--- src/rtl/keypad_scanner_param.sv ---
// Row-scanning matrix keypad front end: debounced press/release detection,
// multi-key rejection and optional auto-repeat, reporting a linear key index.
//
// state    | meaning
// IDLE     | scanning disabled, all rows released
// SETTLE   | current row driven low, waiting for the columns to settle
// DEBOUNCE | single closure seen, confirming it stays stable
// HELD     | key accepted, waiting for all columns to open
// RELEASE  | columns open, confirming the release is stable
module keypad_scanner_param #(
    parameter int ROWS            = 4,
    parameter int COLS            = 4,
    parameter int SETTLE_CYCLES   = 2,
    parameter int DEBOUNCE_CYCLES = 25,
    parameter int REPEAT_EN       = 0,
    parameter int REPEAT_DELAY    = 500000,
    parameter int REPEAT_PERIOD   = 100000,
    localparam int KW             = $clog2(ROWS * COLS)
) (
    input  logic            clk,
    input  logic            reset,
    input  logic            scan_en,
    input  logic [COLS-1:0] col_matrix,
    output logic [ROWS-1:0] lin_matrix,
    output logic [KW-1:0]   key_code,
    output logic            key_valid,
    output logic            key_repeat,
    output logic            key_held,
    output logic            key_release
);

    localparam int RW       = $clog2(ROWS);
    localparam int CIW      = $clog2(COLS);
    localparam int CNT_MAX  = (SETTLE_CYCLES > DEBOUNCE_CYCLES) ? SETTLE_CYCLES : DEBOUNCE_CYCLES;
    localparam int CNTW     = $clog2(CNT_MAX + 1);
    localparam int HOLD_MAX = (REPEAT_DELAY > REPEAT_PERIOD) ? REPEAT_DELAY : REPEAT_PERIOD;
    localparam int HW       = $clog2(HOLD_MAX + 1);

    typedef enum logic [2:0] {
        IDLE,
        SETTLE,
        DEBOUNCE,
        HELD,
        RELEASE
    } state_t;

    state_t          state_q;
    logic [RW-1:0]   row_q;
    logic [RW-1:0]   next_row;
    logic [CNTW-1:0] cnt_q;
    logic [HW-1:0]   hold_q;
    logic [CIW-1:0]  col_q;
    logic [COLS-1:0] pat_q;

    logic [COLS-1:0] col_low;
    logic            any_low;
    logic            one_low;
    logic [CIW-1:0]  col_idx;
    logic [CIW-1:0]  acc_col;
    logic            accept;
    logic            rel_done;

    function automatic logic [ROWS-1:0] row_drive(input logic [RW-1:0] r);
        row_drive = ~(ROWS'(1) << r);
    endfunction

    function automatic logic [KW-1:0] code_of(input logic [RW-1:0] r, input logic [CIW-1:0] c);
        code_of = KW'(int'(r) * COLS + int'(c));
    endfunction

    always_comb begin
        col_low = ~col_matrix;
        any_low = |col_low;
        one_low = any_low && ((col_low & (col_low - COLS'(1))) == '0);
        col_idx = '0;
        for (int i = 0; i < COLS; i++) begin
            if (col_low[i]) begin
                col_idx = CIW'(i);
            end
        end
        next_row = (row_q == RW'(ROWS - 1)) ? '0 : row_q + RW'(1);
        acc_col  = (state_q == SETTLE) ? col_idx : col_q;
    end

    // A single debounce cycle means the settle sample itself is the acceptance.
    always_comb begin
        accept = scan_en &&
                 ((state_q == SETTLE && cnt_q == CNTW'(SETTLE_CYCLES) && one_low &&
                   DEBOUNCE_CYCLES == 1) ||
                  (state_q == DEBOUNCE && col_matrix == pat_q &&
                   cnt_q == CNTW'(DEBOUNCE_CYCLES - 1)));
        rel_done = !any_low &&
                   ((state_q == HELD && DEBOUNCE_CYCLES == 1) ||
                    (state_q == RELEASE && cnt_q == CNTW'(DEBOUNCE_CYCLES - 1)));
    end

    always_ff @(posedge clk or negedge reset) begin
        if (!reset) begin
            state_q     <= IDLE;
            row_q       <= '0;
            cnt_q       <= '0;
            hold_q      <= '0;
            col_q       <= '0;
            pat_q       <= '1;
            lin_matrix  <= '1;
            key_code    <= '0;
            key_valid   <= 1'b0;
            key_repeat  <= 1'b0;
            key_held    <= 1'b0;
            key_release <= 1'b0;
        end else begin
            key_valid   <= 1'b0;
            key_repeat  <= 1'b0;
            key_release <= 1'b0;
            case (state_q)
                IDLE: begin
                    lin_matrix <= '1;
                    cnt_q      <= '0;
                    if (scan_en) begin
                        state_q    <= SETTLE;
                        cnt_q      <= CNTW'(1);
                        lin_matrix <= row_drive(row_q);
                    end
                end
                SETTLE: begin
                    if (!scan_en) begin
                        state_q    <= IDLE;
                        lin_matrix <= '1;
                        cnt_q      <= '0;
                    end else if (cnt_q == CNTW'(SETTLE_CYCLES)) begin
                        if (one_low) begin
                            pat_q   <= col_matrix;
                            col_q   <= col_idx;
                            state_q <= DEBOUNCE;
                            cnt_q   <= CNTW'(1);
                        end else begin
                            row_q      <= next_row;
                            lin_matrix <= row_drive(next_row);
                            cnt_q      <= CNTW'(1);
                        end
                    end else begin
                        cnt_q <= cnt_q + CNTW'(1);
                    end
                end
                DEBOUNCE: begin
                    if (!scan_en) begin
                        state_q    <= IDLE;
                        lin_matrix <= '1;
                        cnt_q      <= '0;
                    end else if (col_matrix != pat_q) begin
                        state_q    <= SETTLE;
                        row_q      <= next_row;
                        lin_matrix <= row_drive(next_row);
                        cnt_q      <= CNTW'(1);
                    end else begin
                        cnt_q <= cnt_q + CNTW'(1);
                    end
                end
                HELD: begin
                    if (!any_low) begin
                        state_q <= RELEASE;
                        cnt_q   <= CNTW'(1);
                    end else if (REPEAT_EN != 0) begin
                        // Hold timer survives release bounces; it only advances while closed.
                        if (hold_q == HW'(1)) begin
                            key_valid  <= 1'b1;
                            key_repeat <= 1'b1;
                            hold_q     <= HW'(REPEAT_PERIOD);
                        end else if (hold_q != '0) begin
                            hold_q <= hold_q - HW'(1);
                        end
                    end
                end
                RELEASE: begin
                    if (any_low) begin
                        state_q <= HELD;
                        cnt_q   <= '0;
                    end else begin
                        cnt_q <= cnt_q + CNTW'(1);
                    end
                end
                default: begin
                    state_q    <= IDLE;
                    lin_matrix <= '1;
                    cnt_q      <= '0;
                end
            endcase

            if (accept) begin
                key_valid <= 1'b1;
                key_code  <= code_of(row_q, acc_col);
                key_held  <= 1'b1;
                hold_q    <= HW'(REPEAT_DELAY);
                state_q   <= HELD;
                cnt_q     <= '0;
            end

            if (rel_done) begin
                key_release <= 1'b1;
                key_held    <= 1'b0;
                row_q       <= next_row;
                if (scan_en) begin
                    state_q    <= SETTLE;
                    lin_matrix <= row_drive(next_row);
                    cnt_q      <= CNTW'(1);
                end else begin
                    state_q    <= IDLE;
                    lin_matrix <= '1;
                    cnt_q      <= '0;
                end
            end
        end
    end

endmodule

--- config.mk ---
export PLATFORM = sky130hd
export DESIGN_NAME = keypad_scanner_param
export DESIGN_NICKNAME = d
export VERILOG_FILES = /design/src/rtl/keypad_scanner_param.sv
export SDC_FILE = /design/constraint.sdc
export NUM_CORES = 1
export LEC_CHECK = 0
export CORE_UTILIZATION = 63
export CTS_BUF_LIST = sky130_fd_sc_hd__clkbuf_8
export DETAILED_ROUTE_END_ITERATION = 12
export PLACE_DENSITY = 0.91
export SLEW_MARGIN = 20
export SYNTH_ARGS = -nofsm -noshare
export SYNTH_HDL_FRONTEND = slang
export SYNTH_SLANG_ARGS = --single-unit
--- constraint.sdc ---
create_clock -name clk -period 4.03 [get_ports clk]
set_clock_uncertainty 0.15 [all_clocks]
set_input_delay 0.806 -clock clk [delete_from_list [all_inputs] [get_ports clk]]
set_output_delay 0.806 -clock clk [all_outputs]
set_load 0.1 [all_outputs]
After elaboration in Yosys (flattened, before gate mapping)

Index checks and enable logic that the tools add are counted.

Register bits after elaboration: 27
Input bits: 7
Output and inout port bits: 12
Word-level logic and storage cells: 108

$add $sub $neg: 4
Equality and inequality tests: 24
Shift-type cells: 2
Mux-type cells: 47
Bitwise logic cells: 4
Reductions and logical operators: 17

Operators with widths:

| operator                                             | number |
|---|---|
| 2-to-1 mux 5 bit                                     | 8 |
| 2-to-1 mux 4 bit                                     | 8 |
| 2-to-1 mux 3 bit                                     | 10 |
| one-hot mux 5 bit (5 select lines)                   | 1 |
| 2-to-1 mux 2 bit                                     | 10 |
| != test 4 bit (second input constant)                | 4 |
| one-hot mux 4 bit (4 select lines)                   | 1 |
| one-hot mux 3 bit (5 select lines)                   | 1 |
| inverter 4 bit                                       | 3 |
| AND reduction 6 bit                                  | 2 |
| != test 5 x 4 -> 1 bit (second input constant)       | 2 |
| != test 3 bit (second input constant)                | 3 |
| != test 4 x 3 -> 1 bit (second input constant)       | 2 |
| AND reduction 4 bit                                  | 2 |
| left shift 1 x 2 -> 4 bit (first input constant)     | 2 |
| 2-to-1 mux 1 bit                                     | 7 |
| equality test 3 x 2 -> 1 bit (second input constant) | 2 |
| logical AND 1 bit                                    | 6 |
| != test 3 x 2 -> 1 bit (second input constant)       | 2 |
| adder 5 x 1 -> 5 bit (second input constant)         | 1 |
| equality test 5 x 2 -> 1 bit (second input constant) | 1 |
| equality test 5 bit (second input constant)          | 1 |
| != test 5 bit (second input constant)                | 1 |
| adder 4 x 2 -> 4 bit                                 | 1 |
| 17 further kinds                                     | 17 |

Depth between registers and ports, before layout

Depth in word-level cells: 11
Gate-level depth with buffers: 8

Least setup slack after synthesis

No wires, ideal clock.

Path kind: input to register
From: input col_matrix[2]
To: register row_q[0]
Library setup time: 125 ps
Data arrival time: 2,152 ps
Path slack: 1,603 ps
Stages on the path: 6
Path through: buf_2 > xnor2_1 > and4_1 > a22oi_1 > o221ai_1 > mux2_2

Longest elaborated chain between the ends: 7
Elaborated cells on any way between the ends: 17
Those cells by class: add/sub: 1; eq/ne: 6; mux: 1; bitwise: 2; reduce/logical: 7

RTL lines:

| element                              | line | source |
|---|---|---|
| start, declared                      | 23   | `input logic [COLS-1:0] col_matrix,` |
| inverter 4 bit                       | 72   | `col_low = ~col_matrix;` |
| subtractor 4 x 1 -> 4 bit            | 74   | `one_low = any_low && ((col_low & (col_low - COLS'(1))) == '0);` |
| bitwise AND 4 bit                    | 74   |  |
| zero test 4 bit                      | 74   |  |
| logical AND 1 bit                    | 74   |  |
| != test 3 bit (no source line)       | n/a  |  |
| AND reduction 6 bit (no source line) | n/a  |  |
| end signal, assigned                 | 137  | `row_q <= next_row;` |
| end signal, assigned                 | 152  | `row_q <= next_row;` |
| end signal, assigned                 | 201  | `row_q <= next_row;` |
| end, declared                        | 48   | `logic [RW-1:0] row_q;` |

Several ways; a longest one is shown, not always the timed one.
A chain may end at the register's enable or synchronous reset.

Worst setup path in the final report

From: input col_matrix[0]
To: register row_q[1]

The elaborated chain is that of the path after synthesis.

==> impl.org <==
** Clock tree
- At the later pin of the worst-skew pair, clock insertion delay measures 0.27 ns.
- TritonCTS clock tree :: yes
- Root buffer selected by CTS :: sky130_fd_sc_hd__clkbuf_8
- Sinks on the clock net :: 27
- Quantity of gates resized following cts :: 0
- TritonCTS created 3 clock buffers.
- In this run the number of H-tree levels came out at 1.
- The clock passes through at most 2 buffers.
- Post-CTS timing repair inserted 0 buffers for setup.
- Buffers inserted to repair hold after CTS numbered 0.
- After clock tree synthesis, the clock-pin slew on the worst setup and hold paths is about 0.090 ns.

** Hold path
- In this run the worst hold path is classified as in -> async.

** Placed design
- Summed over all nets, the half-perimeter wirelength after detailed placement is roughly 3200 um.
- Cell count after placement :: approximately 230
- Port buffering added 17 buffers.
- Routability cong. :: 0.9547

** Die
- The floorplan step defined a die boundary enclosing around 3200 um^2.
- Die Wd :: 56.56 um
- Std-Cell Core Area :: roughly 2800 um^2
- From bottom edge to top edge, the die measures approximately 57 um.
- For this configuration, the core starts out at a cell density of approximately two thirds.
- During I/O placement, the number of pins put on the boundary was 19.
- Total number of placement rows :: 19

** Yosys
- For this run, the leading register cell type out of synthesis is sky130_fd_sc_hd__dfrtp_1.
- Number of flops mapped to enable cells by yosys :: 0
- The synthesized netlist devotes between 20 and 25% of its cell area to simple gates.
- Share of synthesized area occupied by flip-flops and latches :: 36.56%
- Post-synthesis mux area share :: slightly below 9%
- Yosys mapped the design onto 56 distinct sky130hd cell types.
- Mean post-synth cell area :: a little under 10 um^2
- Proportion of synthesized flip-flops having asynchronous set or reset :: 100.0%
- Compound-gate portion of the synthesized area :: 17.55%
- Share of the synthesized netlist area taken by xor and xnor gates :: ~3.3%
- After Yosys synthesis, full adders, half adders and majority gates account for under 10% of the synthesized area.
- Flop and latch count out of synthesis :: 27
- Synth warnings :: 0
- After synthesis, the largest family of logic cells by area is simple AND/OR/NAND/NOR gates.
- When the netlist entered floorplanning its net count stood at 210.
- The cell count after synthesis came out at approximately 200.
- The synthesized netlist occupies a cell area of 1876 um^2.

** Final layout
- From synthesis to final layout, the design area changed by 11.07%.
- The layout has between 150 and 200 filler cells.
- N_diodes :: 0
- Of the cells placed in the final design, the portion with a size suffix greater than 1 is approximately 19%.
- Once layout is complete, the cells apart from fillers number ~240.
- Leaving out fill and tap cells, the most frequent cells in the layout are sky130_fd_sc_hd__dfrtp_1, sky130_fd_sc_hd__clkdlybuf4s50_1, sky130_fd_sc_hd__nand2_1, sky130_fd_sc_hd__nor2_1, sky130_fd_sc_hd__inv_1.
- Leaving out fill and tap cells, the most frequent cell in the layout is sky130_fd_sc_hd__dfrtp_1.
- Number of nets in the layout :: approximately 220

** GRT
- After global routing the overflow that remains totals 0.
- The number of global-route vias before repair was roughly 1.6k.
- Global routing used roughly 30% of the available tracks across all layers.
- The initial antenna violation count is 0.
- Pin count of the biggest net entering global routing :: 31
- Wire length of the first global-routing pass :: about 7400 um

** Detailed routing
- Number of DRC violations after detailed routing :: 0
- Summed over all nets, wire length on met3 after detailed routing comes to between 300 and 400 um.
- Wires add up to approximately 4300 um.
- Vias after detailed routing :: roughly 1.6k
- After detailed routing, the met2 layer carries 2063 um of wire.
- The highest metal layer carrying signal wires in the routed design is met4.
- In this run, the number of DRC markers left after iteration 0 of detailed routing was 115.
- Met1 layer wirelength in the final routing :: 1698 um
- Dividing the detail-routed via count by the number of cells gives roughly 6.7.
- Once detail routing completed, the nets flagged for antenna violations numbered 0.
- Average wire per standard cell :: roughly 18 um
- For this run, the detailed router's first-pass iteration total came to 5.

** Power
- Net switching is slightly below 50% of the power.
- Overall power consumption :: roughly 0.0013 W
- The internal power of the cells totals ~0.00068 W.
- For this design the total switching power over the nets is approximately 0.00064 W.
- Static leakage power :: roughly 0.9 nW
- Part of the total power dissipated in the clock network :: 11.7%
- Total power divided by cell area :: 633.9 nW/um^2
- Part of the total power dissipated in sequential elements :: between 30% and 40%
- The worst-case IR drop observed on VDD is about 0.00098 V.
- Combinational share of power :: slightly above 50%

** Outcome
- The run finished with clean final reports.

** STA
- The final hold violation count came to 0.
- Pins over their slew limit :: 0
- Final TNS setup :: 0 ns
- Setup repair after global routing left no endpoint under its margin.
- Remaining max-slew budget at the tightest pin :: 34.78%
- Setup violations remaining at the end of the flow were counted as 0.
- For the pin with the worst max-slew slack, the measured transition is just under 1 ns.
- Static timing analysis puts the maximum clock frequency at between 300 and 400 MHz.
- Dividing the final minimum period by the clock period gives around 75%.
- After layout, the minimum clock period comes to roughly 3.0 ns.

** Flow run
- The tool flagged a number of max-cap violations equal to 0.

** Critical path
- For the worst setup path, the data required time is a little over 4 ns.
- Data arrival time of the critical path :: about 3.0 ns
- The number of cells on the worst reg-to-reg path is 5.
- Path type of the worst setup path :: in -> reg
- Along the worst path, the maximum fanout reaches 7.
- Critical path endpoint category :: flip-flop
- STA classifies the critical path startpoint as an input port.
## critical path, cell delays in order
cell and delay (ns):
sky130_fd_sc_hd__clkdlybuf4s50_1 0.58, sky130_fd_sc_hd__xnor2_1 0.37, sky130_fd_sc_hd__and4_1 0.40, sky130_fd_sc_hd__a22oi_1 0.17
sky130_fd_sc_hd__o221ai_1 0.31, sky130_fd_sc_hd__mux2_2 0.37
## final cells by class
| class | instances | area [um^2] | area share (%) |
|---|---|---|---|
| Multi-Input combinational cell | 143 | 1084 | 52.01 |
| Inverter | 13 | 48.80 | 2.342 |
| Tap cell | 31 | 38.79 | 1.862 |
| Timing Repair Buffer | 19 | 180.2 | 8.649 |
| Sequential cell | 27 | 685.7 | 32.91 |
| Clock buffer | 3 | 41.29 | 1.982 |
| Clock inverter | 1 | 5.005 | 0.2402 |
## kinds of logic (layout without fill, tap and decap cells)
| logic type | Yosys count | count (layout) |
|---|---|---|
| compound gates | 44 | 44 |
| mux | 15 | 15 |
| fa+ha+maj | 8 | 8 |
| simple gates | 68 | 68 |
| buf+inv | 25 | 36 |
| xor+xnor | 7 | 7 |
| other cells | 1 | 1 |
| flops | 27 | 27 |
## cells in the mapped netlist (2+ instances only)
cell type / instances / area, um^2
sky130_fd_sc_hd__dfrtp_1: 19 / 475.5
sky130_fd_sc_hd__nand2_1: 15 / 56.30
sky130_fd_sc_hd__nor2_1: 15 / 56.30
sky130_fd_sc_hd__inv_1: 13 / 48.80
sky130_fd_sc_hd__o21ai_0: 12 / 60.06
sky130_fd_sc_hd__a21oi_1: 8 / 40.04
sky130_fd_sc_hd__dfstp_2: 8 / 210.2
sky130_fd_sc_hd__ha_1: 8 / 100.1
sky130_fd_sc_hd__mux2_2: 8 / 90.09
sky130_fd_sc_hd__a22oi_1: 7 / 52.55
sky130_fd_sc_hd__nand3_1: 6 / 30.03
sky130_fd_sc_hd__xnor2_1: 6 / 52.55
sky130_fd_sc_hd__clkbuf_1: 5 / 18.77
sky130_fd_sc_hd__nor2b_1: 5 / 31.28
sky130_fd_sc_hd__mux2i_1: 4 / 40.04
sky130_fd_sc_hd__a31oi_1: 3 / 18.77
sky130_fd_sc_hd__buf_2: 3 / 15.01
sky130_fd_sc_hd__nand4_1: 3 / 18.77
sky130_fd_sc_hd__nor3_1: 3 / 15.01
sky130_fd_sc_hd__and4_1: 2 / 17.52
sky130_fd_sc_hd__buf_4: 2 / 15.01
sky130_fd_sc_hd__mux2_1: 2 / 22.52
sky130_fd_sc_hd__nand2b_1: 2 / 12.51
sky130_fd_sc_hd__nand4b_1: 2 / 17.52
sky130_fd_sc_hd__nor3b_1: 2 / 15.01
sky130_fd_sc_hd__nor4_2: 2 / 25.02
## layer usage
layer / vias to the layer above / track usage (%)
li1: 725 / -
met1: 742 / 37.58
met2: 97 / 47.90
met3: 25 / 5.760
met4: 0 / 16.72
met5: - / 0
## power groups by stage
| stage | sequential, W | combinational (W) | clock, W |
|---|---|---|---|
| 2_1_floorplan | 0.000544 | 0.000460 | 0 |
| 3_3_place_gp | 0.000476 | 0.000632 | 0 |
| 3_5_place_dp | 0.000489 | 0.000669 | 0 |
| 4_1_cts | 0.000484 | 0.000672 | 0.000161 |
| 5_1_grt | 0.000500 | 0.000729 | 0.000169 |
| 6_report | 0.000487 | 0.000680 | 0.000154 |
## stage by stage
stage / hold slack (ns) / util (%) / setup WS (ns) / instance area (um^2)
6_report: 0.3360 / 74.90 / 1.026 / 2083
5_1_grt: 0.3548 / 74.90 / 0.9494 / 2083
4_1_cts: 0.3390 / 75.08 / 1.076 / 2088
3_5_place_dp: 0.3243 / 73.41 / 0.7868 / 2042
3_3_place_gp: 0.3232 / 73.41 / 0.9203 / 2042
2_1_floorplan: 0.3088 / - / 1.603 / 1876
## sequential cells by signal (all words and copies together) (netlist names)
signal	count
cnt_q	5
key_code	4
lin_matrix	4
pat_q	4
state_q	3
col_q	2
row_q	2
key_held	1
key_release	1
key_valid	1
## worst paths after layout
check / start / end / slack, ns
setup / recovery: col_matrix[0] / row_q[1] / 1.03
hold / removal: reset / col_q[1] / 0.34
setup reg to reg: state_q[1] / cnt_q[4] / 1.33
hold reg to reg: lin_matrix[3] / lin_matrix[3] / 0.34
max in group asynchronous: reset / pat_q[2] / 2.83
min in group clk: lin_matrix[3] / lin_matrix[3] / 0.34
No activity file was read; power rests on OpenSTA's default activity.
==> patch (same settings) <==
Make the reset (`reset`) synchronous in one clocked block.
--- a/src/rtl/keypad_scanner_param.sv
+++ b/src/rtl/keypad_scanner_param.sv
@@ -96,3 +96,3 @@
 
-    always_ff @(posedge clk or negedge reset) begin
+    always_ff @(posedge clk) begin
         if (!reset) begin
Formal check against the unedited RTL: differs if reset is asserted again (counterexample within 4 cycles, from zero or initial values and one cycle with reset low); with reset held inactive, the same outputs for 10 cycles.
==> patch against the unedited design <==
Synthesized area shrank 7.7%. Final area shrank 8.4%. Utilization grew 0.077 points. Sequential cell count is the same. Critical endpoint is now key_code[1]. Wire length shrank 15%. Worst setup slack gained 0.071 ns. Global-route usage shrank 1.8 points. Critical path depth is the same.
Power is not compared: it rests on default switching activity, and its combinational part moved more than twofold at a synthesized area within 25%.
==> patch: results (changes against the unedited design) <==
The data-path buffer share of cell area in the final layout came to 0.0892 (+0.00269). The share of synthesized area occupied by flip-flops and latches came out at 0.312 (-0.0532). The number of global-route vias before repair came out at 1327 (-15%). The number of inverters outside the clock class in the layout is 7 (-6).

The total detailed-routing wirelength is 3710 um (-15%). The maximum number of pins on one net before global-route repair is 20 (-35%). The most critical setup path has its startpoint at col_matrix[1]. The initial DRC count is 58 (-50%). The worst register-to-register path begins at cnt_q[0]. The number of nets produced by synthesis is 212 (+0.95%). The endpoint arrival time on the critical path is 3.00 ns (-0.02 ns). The max-slew headroom at the worst pin is 0.351 (+0.00286). The register-to-register setup slack came to 1.69 ns (+0.36 ns). Summing internal, switching and leakage power gives 0.560 mW. The cell count of the worst reg-to-reg path came out at 7 (+2). The commonest cells after synthesis are sky130_fd_sc_hd__dfxtp_1 (27), sky130_fd_sc_hd__nand2_1 (27), sky130_fd_sc_hd__mux2i_1 (16), sky130_fd_sc_hd__a21oi_1 (15), sky130_fd_sc_hd__nor2_1 (15). The HPWL after detailed placement came to 2650 um (-16%). The number of iterations in the first detailed-routing pass is 4 (-1). The global router's overall resource usage is 0.280 (-0.0184).

Broken down by cell family, the worst path's largest delay share belongs to simple AND/OR/NAND/NOR gates. The delay of the slowest cell on the worst path came to 0.56 ns (-0.02 ns). In this run the worst setup path terminates at key_code[1]. The total instance count after detailed placement came out at 232 (-0.43%). The clock distribution area overhead in the final layout came out at 0.0256 (+0.00335). The count of multi-input gates came to 151 (+5.6%).

The fraction of registers with async set or reset after synthesis is 0 (-1.00). The fraction of layout instances using a drive strength above 1 is 0.0777 (-0.117). The synthesized instance count came out at 197 (+1.0%). The worst hold path belongs to the class flop to flop. The endpoint identified for the worst register-to-register timing path is state_q[0]. The worst hold margin was 0.306 ns (-0.0296 ns). The final cell count without fillers came out at 236 (-0.42%). The share of the final layout cell area in sequential cells came to 0.283 (-0.0459). The run finished with clean final reports.

The fill cell instance count of the final layout was 193 (-1.0%). The combined area of the multi-input logic cells is 1080 sq um (+0.12%).
[patch: changes by cell type after synthesis, sizes merged, moves of 9 or more]
cell   before  now
nand2      15   27
mux2       11    2
dfrtp      19    0
o21ai      12    3
dfxtp       0   27
mux2i       4   16
[patch: cells by family after synthesis]
family          Yosys count  share of synthesized area
simple gates             78                      0.259
compound gates           38                      0.158
flops                    27                      0.312
buf+inv                  19                     0.0607
mux                      18                      0.106
fa+ha+maj                 8                     0.0578
xor+xnor                  8                     0.0448
other cells               1                    0.00217
[patch: routing by layer]
metal / track usage / wire length [um] / vias up / part of all wire
li1: - / - / 719 / -
met1: 0.363 / 1680 / 699 / 0.45
met2: 0.476 / 1810 / 50 / 0.49
met3: 0.0333 / 165 / 7 / 0.044
met4: 0.0940 / 63 / 0 / 0.017
met5: 0 / 0 / - / 0
[patch: through the flow]
stage               area [sq um]  setup slack [ns]
detailed placement          1860             0.847
CTS                         1910              1.14
finish                      1910              1.10
global route                1910              1.01
floorplan                   1730              1.52
global placement            1860             0.924
